### src/rtl/mv_pkg.sv
// Shared decode constants for the multiply/divide and long-latency scoreboard slice.
// Helpers let Decode derive rs*_usedD and long_opD from the raw instruction fields.
package mv_pkg;

    localparam int unsigned DEF_NUM_TAGS = 4;

    localparam logic [6:0] OP_LOAD   = 7'b0000011;
    localparam logic [6:0] OP_IMM    = 7'b0010011;
    localparam logic [6:0] OP_AUIPC  = 7'b0010111;
    localparam logic [6:0] OP_STORE  = 7'b0100011;
    localparam logic [6:0] OP_OP     = 7'b0110011;
    localparam logic [6:0] OP_LUI    = 7'b0110111;
    localparam logic [6:0] OP_BRANCH = 7'b1100011;
    localparam logic [6:0] OP_JALR   = 7'b1100111;
    localparam logic [6:0] OP_JAL    = 7'b1101111;

    localparam logic [6:0] FUNCT7_MULDIV = 7'b0000001;

    function automatic logic usesRs1(input logic [6:0] opcode);
        return !(opcode == OP_JAL || opcode == OP_LUI || opcode == OP_AUIPC);
    endfunction

    function automatic logic usesRs2(input logic [6:0] opcode);
        return (opcode == OP_OP || opcode == OP_STORE || opcode == OP_BRANCH);
    endfunction

    // Loads are treated as long ops because a cache miss returns with unknown latency.
    function automatic logic isLongOp(input logic [6:0] opcode, input logic [6:0] funct7);
        return (opcode == OP_LOAD) || (opcode == OP_OP && funct7 == FUNCT7_MULDIV);
    endfunction

endpackage

### src/rtl/mv_prio_enc.sv
// Lowest-free-index priority encoder over a busy vector.
// allBusy flags that no index is free; idx is 0 in that case.
module mv_prio_enc #(
    parameter int unsigned N = 4,
    parameter int unsigned W = $clog2(N)
) (
    input  logic [N-1:0] busy,
    output logic [W-1:0] idx,
    output logic         allBusy
);

    // Scan from the top so the last hit written is the lowest free index.
    always_comb begin
        idx = '0;
        for (int unsigned i = N; i > 0; i--) begin
            if (!busy[i-1]) begin
                idx = W'(i - 1);
            end
        end
    end

    assign allBusy = &busy;

endmodule

### src/rtl/mv_scoreboard.sv
// Register scoreboard for variable-latency units: tracks in-flight destinations by tag,
// stalls Decode on RAW/WAW/structural hazards and returns rd on completion.
module mv_scoreboard
    import mv_pkg::*;
#(
    parameter int unsigned NREG     = 32,
    parameter int unsigned NUM_TAGS = DEF_NUM_TAGS,
    parameter int unsigned RW       = $clog2(NREG),
    parameter int unsigned TW       = $clog2(NUM_TAGS)
) (
    input  logic          clk,
    input  logic          rst_n,
    input  logic          dec_valid,
    input  logic [RW-1:0] rs1D,
    input  logic [RW-1:0] rs2D,
    input  logic          rs1_usedD,
    input  logic          rs2_usedD,
    input  logic [RW-1:0] rdD,
    input  logic          rd_wrD,
    input  logic          long_opD,
    input  logic          iss_valid,
    input  logic [RW-1:0] iss_rd,
    input  logic          flush,
    output logic [TW-1:0] iss_tag,
    input  logic          cmp_valid,
    input  logic [TW-1:0] cmp_tag,
    output logic [RW-1:0] cmp_rd,
    output logic          sb_stall,
    output logic          full,
    output logic [TW:0]   occupancy,
    output logic          err_overflow,
    output logic          err_badcmp
);

    logic [NUM_TAGS-1:0] valid;
    logic [RW-1:0]       rdTab [NUM_TAGS];
    logic [TW:0]         occ;
    logic [TW-1:0]       allocTag;
    logic                allBusy;
    logic                cmpInRange;
    logic                cmpHit;
    logic                doIssue;
    logic                raw;
    logic                waw;
    logic                structHaz;

    mv_prio_enc #(
        .N(NUM_TAGS),
        .W(TW)
    ) uAlloc (
        .busy   (valid),
        .idx    (allocTag),
        .allBusy(allBusy)
    );

    assign full      = allBusy;
    assign iss_tag   = allocTag;
    assign occupancy = occ;
    assign doIssue   = iss_valid && !flush && !allBusy;

    always_comb begin
        cmpInRange = (32'(cmp_tag) < NUM_TAGS);
        cmpHit     = 1'b0;
        cmp_rd     = '0;
        if (cmpInRange) begin
            cmpHit = cmp_valid && valid[cmp_tag];
            cmp_rd = rdTab[cmp_tag];
        end
    end

    // x0 entries are tracked for occupancy but never match as a hazard.
    always_comb begin
        raw = 1'b0;
        waw = 1'b0;
        for (int unsigned i = 0; i < NUM_TAGS; i++) begin
            if (valid[i] && rdTab[i] != '0) begin
                if (rs1_usedD && rdTab[i] == rs1D) raw = 1'b1;
                if (rs2_usedD && rdTab[i] == rs2D) raw = 1'b1;
                if (rd_wrD && rdTab[i] == rdD)     waw = 1'b1;
            end
        end
        structHaz = long_opD && allBusy;
        sb_stall  = dec_valid && (raw || waw || structHaz);
    end

    always_ff @(posedge clk or negedge rst_n) begin
        if (!rst_n) begin
            valid        <= '0;
            occ          <= '0;
            err_overflow <= 1'b0;
            err_badcmp   <= 1'b0;
            for (int unsigned i = 0; i < NUM_TAGS; i++) begin
                rdTab[i] <= '0;
            end
        end else begin
            // Issue only targets a free tag and completion only a used one, so they never collide.
            for (int unsigned i = 0; i < NUM_TAGS; i++) begin
                if (doIssue && allocTag == TW'(i)) begin
                    valid[i] <= 1'b1;
                    rdTab[i] <= iss_rd;
                end else if (cmpHit && cmp_tag == TW'(i)) begin
                    valid[i] <= 1'b0;
                end
            end
            case ({doIssue, cmpHit})
                2'b10:   occ <= occ + 1'b1;
                2'b01:   occ <= occ - 1'b1;
                default: occ <= occ;
            endcase
            if (iss_valid && !flush && allBusy) err_overflow <= 1'b1;
            if (cmp_valid && !cmpHit)           err_badcmp   <= 1'b1;
        end
    end

endmodule

### config.mk
export PLATFORM = sky130hd
export DESIGN_NAME = mv_scoreboard
export DESIGN_NICKNAME = d
export VERILOG_FILES = /design/src/rtl/mv_pkg.sv /design/src/rtl/mv_prio_enc.sv /design/src/rtl/mv_scoreboard.sv
export SDC_FILE = /design/constraint.sdc
export NUM_CORES = 1
export LEC_CHECK = 0
export CAP_MARGIN = 25
export CORE_MARGIN = 4
export CORE_UTILIZATION = 56
export CTS_CLUSTER_SIZE = 12
export DETAILED_ROUTE_END_ITERATION = 6
export PLACE_DENSITY = 0.86
export REMOVE_ABC_BUFFERS = 1
export SYNTH_ARGS = -nofsm -noshare
export SYNTH_HDL_FRONTEND = slang
export SYNTH_HIERARCHICAL = 1
export SYNTH_SLANG_ARGS = --single-unit
### constraint.sdc
create_clock -name clk -period 4.35 [get_ports clk]
set_clock_uncertainty 0.1 [all_clocks]
set_input_delay 0.6525 -clock clk [delete_from_list [all_inputs] [get_ports clk]]
set_output_delay 0.6525 -clock clk [all_outputs]
set_load 0.05 [all_outputs]
**Yosys cells after proc, flatten, opt, wreduce, memory -nomap -nowiden**

Index checks and enable logic that the tools add are counted.

- Add/sub/neg operators: 2
- Multiply operators: 0
- Div/mod/pow operators: 0
- $lt $le $gt $ge: 2
- Eq/ne operators: 20
- Shift-type cells: 0
- Mux-type cells: 38
- Bitwise operators: 1
- Reduce and logical (&&, ||, !) cells: 48

Operators with widths:

| kind | count |
|---|---|
| $eq 5x5->1 | 12 |
| $logic_and 1x1->1 | 31 |
| $mux 1 | 29 |
| $reduce_bool 5->1 | 4 |
| $bmux 5 s2 | 1 |
| $eq 2x2->1 const B | 5 |
| $mux 5 | 2 |
| $reduce_bool 2->1 | 5 |
| $mux 2 | 4 |
| $eq 2x1->1 const B | 3 |
| $pmux 3 s2 | 1 |
| $logic_not 2->1 | 2 |
| $reduce_and 4->1 | 1 |
| $add 3x1->3 const B | 1 |
| $ge 3x3->1 const B | 1 |
| $logic_not 1->1 | 3 |
| $lt 2x3->1 const B | 1 |
| $not 2->3 | 1 |
| $sub 3x1->3 const B | 1 |
| $bmux 1 s2 | 1 |
| $logic_or 1x1->1 | 2 |

- Bits in registers: 29
- Bits in latches: 0
- Memory bits (writable): 0
- Memory bits (read-only): 0
- Bits of input ports: 32
- Output and inout bits: 14
- Memories kept: 0

**Depth between registers and ports, before layout**

- Depth after elaboration: 17
- Mapped depth: 11

**Modules after synthesis**

The synthesis kept the hierarchy.

Modules (own cells, without submodules):

| module | instances | cells each | area each (um^2) |
|---|---|---|---|
| mv_scoreboard | 1 | 212 | 2195.9 |
| mv_prio_enc | 1 | 6 | 30.0 |

**Worst setup path after synthesis**

OpenSTA, ideal clock, no wires.

- Kind: register to output
- From: register rdTab[12] (netlist bit)
- To: output sb_stall
- Arrival: 2.214 ns
- Data required time: 3.597 ns
- Slack: 1.384 ns
- Cell stages (with the launch flop): 7
- Cell sequence: dfrtp_1 > buf_6 > or4_4 > o21ai_2 > nor4_1 > o41a_1 > o41a_1

- Word-level cells in the longest chain between the ends: 14
- Elaborated cells on any way between the ends: 26
- Those cells by class: eq/ne: 3; mux: 15; reduce/logical: 8

RTL lines:

| element | line | RTL |
|---|---|---|
| from (decl) | mv_scoreboard.sv:36 | `logic [RW-1:0] rdTab [NUM_TAGS];` |
| from (signal, indexed assignment) | mv_scoreboard.sv:100 | `rdTab[i] <= iss_rd;` |
| $eq 5x5->1 | mv_scoreboard.sv:77 | `if (rs1_usedD && rdTab[i] == rs1D) raw = 1'b1;` |
| $logic_and 1x1->1 | mv_scoreboard.sv:77 |  |
| $mux 1 | mv_scoreboard.sv:77 |  |
| $mux 1 | mv_scoreboard.sv:78 | `if (rs2_usedD && rdTab[i] == rs2D) raw = 1'b1;` |
| $mux 1 | mv_scoreboard.sv:76 | `if (valid[i] && rdTab[i] != '0) begin` |
| $mux 1 | mv_scoreboard.sv:77 |  |
| $mux 1 | mv_scoreboard.sv:78 |  |
| $mux 1 | mv_scoreboard.sv:76 |  |
| $mux 1 | mv_scoreboard.sv:77 |  |
| $mux 1 | mv_scoreboard.sv:78 |  |
| $mux 1 | mv_scoreboard.sv:76 |  |
| $logic_or 1x1->1 * (2 in a row) | mv_scoreboard.sv:83 | `sb_stall = dec_valid && (raw \|\| waw \|\| structHaz);` |
| $logic_and 1x1->1 * | mv_scoreboard.sv:83 |  |
| to (decl) | mv_scoreboard.sv:28 | `output logic sb_stall,` |

Mark *: on every way between the ends. The rest lies on a longest branch, timed or not.

**Worst setup path after layout**

- From: register rdTab[16] (netlist bit)
- To: output sb_stall

- Word-level cells in the longest chain between the ends: 17
- Elaborated cells on any way between the ends: 31
- Those cells by class: eq/ne: 3; mux: 20; reduce/logical: 8

RTL lines:

| element | line |
|---|---|
| $eq 5x5->1 | mv_scoreboard.sv:77 |
| $logic_and 1x1->1 | mv_scoreboard.sv:77 |
| $mux 1 | mv_scoreboard.sv:77 |
| $mux 1 | mv_scoreboard.sv:78 |
| $mux 1 | mv_scoreboard.sv:76 |
| $mux 1 | mv_scoreboard.sv:77 |
| $mux 1 | mv_scoreboard.sv:78 |
| $mux 1 | mv_scoreboard.sv:76 |
| $mux 1 | mv_scoreboard.sv:77 |
| $mux 1 | mv_scoreboard.sv:78 |
| $mux 1 | mv_scoreboard.sv:76 |
| $mux 1 | mv_scoreboard.sv:77 |
| $mux 1 | mv_scoreboard.sv:78 |
| $mux 1 | mv_scoreboard.sv:76 |
| $logic_or 1x1->1 * (2 in a row) | mv_scoreboard.sv:83 |
| $logic_and 1x1->1 * | mv_scoreboard.sv:83 |

Marks and branches as above.

==> summary.txt <==
Status
  • Status: complete, no violations

Yosys
  • Sequential area share after synthesis: 0.326
  • Mean Syn Cell Area: 10.2 um2
  • Top FF cell, synth: dfrtp_1
  • Flops & latches, synth: 29
  • Asr flop ratio synth: 1.00
  • Post-synth EDFFs: 0
  • Syn Inst Count: 218
  • Yosys cell types: 39
  • Ys Warns: 6
  • Mapped Area: 2230 um2

Placed design
  • Dpl cell area: 2630 um2
  • HPWL after DPL: 4280 um
  • Dpl ws: 0.561 ns
  • Number of buffers inserted by port buffering: 45
  • RePlAce Congestion: 0.898

Timing
  • Slew margin rel.: 0.390
  • Final hold vios: 0
  • Fin crit period: 3.85 ns
  • RSZ-0062 raised after global routing: no
  • Fin Setup TNS: 0 ns
  • Fin crit share: 0.884
  • Worst-Margin Slew: 0.908 ns
  • Max Fclk: 260 MHz
  • Max Slew Vio Count: 0
  • Final setup viols: 0
  • Setup ws final: 0.503 ns

Critical path
  • Setup crit end kind: output port
  • Worst R2R Path Depth: 11
  • Crit path max fanout: 6
  • Crit path kind: reg -> out
  • Req. time, crit path: 3.60 ns
  • Startpoint types: flip-flop
  • WP data arrival: 3.09 ns

Layout
  • Final net count: 282
  • Most frequent cells in the layout: 45 x clkdlybuf4s50_1, 37 x xor2_1, 29 x dfrtp_1
  • Commonest non-fill, non-tap cell in the layout: clkdlybuf4s50_1
  • Multi-input gate area: 1360 um2
  • Fill count: 298
  • Area Growth Syn to Fin: 22.8%
  • Ant diodes: 0
  • Register area: 726 um2
  • Share of cells above drive strength 1: 0.157
  • Non-Filler Cell Area, Final: 2730 um2

Die
  • Core ar.: 3740 um2
  • Die ar.: 5050 um2
  • Starting Density: 0.595
  • Chip Height: 71.0 um
  • Die Wd: 71.0 um
  • I/O pin count: 46
  • Row cnt: 22

GRT
  • Global Route Usage Sum: 0.233
  • Number of global-route vias before repair: 1,827
  • Initial antenna violation count: 0
  • First-pass GRT wire length: 9040 um
  • GRT Residual Overflow: 0
  • Pin count of the biggest net entering global routing: 30

Clocking
  • Post-CTS sizing: 0
  • Cts hold-fix bufs: 0
  • Worst-Skew Late Latency: 0.28 ns
  • Clk pin slew, worst setup/hold paths: 0.06 ns
  • CTS Root Cell: clkbuf_8
  • Clock Sinks: 29
  • Htree depth: 2
  • Setup Buffers After CTS: 0
  • CTS tree: yes
  • Total CTS buffers: 5
  • Max clock buf depth: 2

Pwr
  • Power Density: 698 nW/um2
  • LEAKAGE: 0.00110 uW
  • IR drop worst, VDD: 0.521 mV

Detailed routing
  • Routed wire per std cell: 18.8 um
  • # DRC: 0
  • DR iter-0 viols: 106
  • Pre-antenna DRT Iters: 4
  • Detailed Route WL: 5570 um
  • Antenna violation net count after detailed routing: 0
  • Vias per Instance: 5.88
  • Vias post-DR: 1,739

Hold path
  • Hold path cells: 1
  • Worst min-delay path class: reg -> reg

Flow run
  • Max cap viols: 0
registers in the layout, summed over array words and instances, names as in the netlist:
name / cells
err_badcmp: 1
err_overflow: 1
occupancy: 3
rdTab: 20
valid: 4
critical path: stages (launching register included):
cell	delay, ns
dfrtp_1	0.51
or4_4	0.56
o21ai_2	0.15
nor4_1	0.07
o41a_1	0.39
o41a_1	0.42
clkdlybuf4s50_1	0.70
layout make-up:
type | instances | share of cell area
Multi-Input combinational cell | 158 | 0.496
Inverter | 8 | 0.0110
Clock inverter | 2 | 0.0128
Sequential cell | 29 | 0.266
Clock buffer | 5 | 0.0252
Timing Repair Buffer | 46 | 0.168
Tap cell | 48 | 0.0220
synthesized netlist by cell type, drive strengths merged, types with 2 or more instances:
cell type	number	area share
nor4	10	0.028
mux4	6	0.062
or4	4	0.017
nor2	6	0.010
nand2	11	0.019
nand4	2	0.0056
nand2b	2	0.0056
inv	8	0.013
buf	9	0.028
nand3	8	0.018
a21oi	2	0.0045
dfrtp	29	0.33
xnor2	26	0.10
clkbuf	14	0.024
mux2	20	0.10
xor2	37	0.15
o21ai	6	0.017
o41a	2	0.010
a32oi	2	0.0079
cells by family after synthesis:
group	Yosys count	share of synthesized area
xor+xnor	63	0.248
simple gates	48	0.117
buf+inv	31	0.0652
flops	29	0.326
mux	27	0.168
compound gates	18	0.0613
fa+ha+maj	2	0.0146
worst paths after layout:
kind / end / slack, ns / from
max: sb_stall / 0.50 / rdTab[16]$_DFFE_PN0P_
min: err_badcmp$_DFFE_PN0P_ / 0.38 / err_badcmp$_DFFE_PN0P_
max reg2reg: occupancy[2]$_DFFE_PN0P_ / 1.98 / valid[1]$_DFFE_PN0P_
min reg2reg: err_badcmp$_DFFE_PN0P_ / 0.38 / err_badcmp$_DFFE_PN0P_
max in group asynchronous: rdTab[11]$_DFFE_PN0P_ / 3.23 / rst_n
min in group asynchronous: valid[0]$_DFFE_PN0P_ / 0.65 / rst_n
report_power, final:
part | switching [uW] | internal (uW) | total [uW]
combinational | 473 | 476 | 950
sequential | 297 | 397 | 694
clock | 97.7 | 166 | 264
total | 868 | 1040 | 1910
per-stage QoR:
stage          hold slack, ns   util  std cells  power (uW)
4_1_cts                 0.382  0.730        296        1910
2_1_floorplan           0.257      -        195        1300
3_3_place_gp            0.352  0.702        289        1610
3_5_place_dp            0.370  0.702        289        1640
6_report                0.377  0.730        296        1910
5_1_grt                 0.391  0.730        296        2010
layer usage:
| metal | wire length (um) | global-route usage | part of all wire |
|---|---|---|---|
| met2 | 2610 | 0.372 | 0.47 |
| met3 | 495 | 0.0852 | 0.089 |
| met5 | 0 | 0 | 0 |
| met4 | 167 | 0.0898 | 0.030 |
| met1 | 2300 | 0.289 | 0.41 |
No activity file was read; power rests on OpenSTA's default activity.
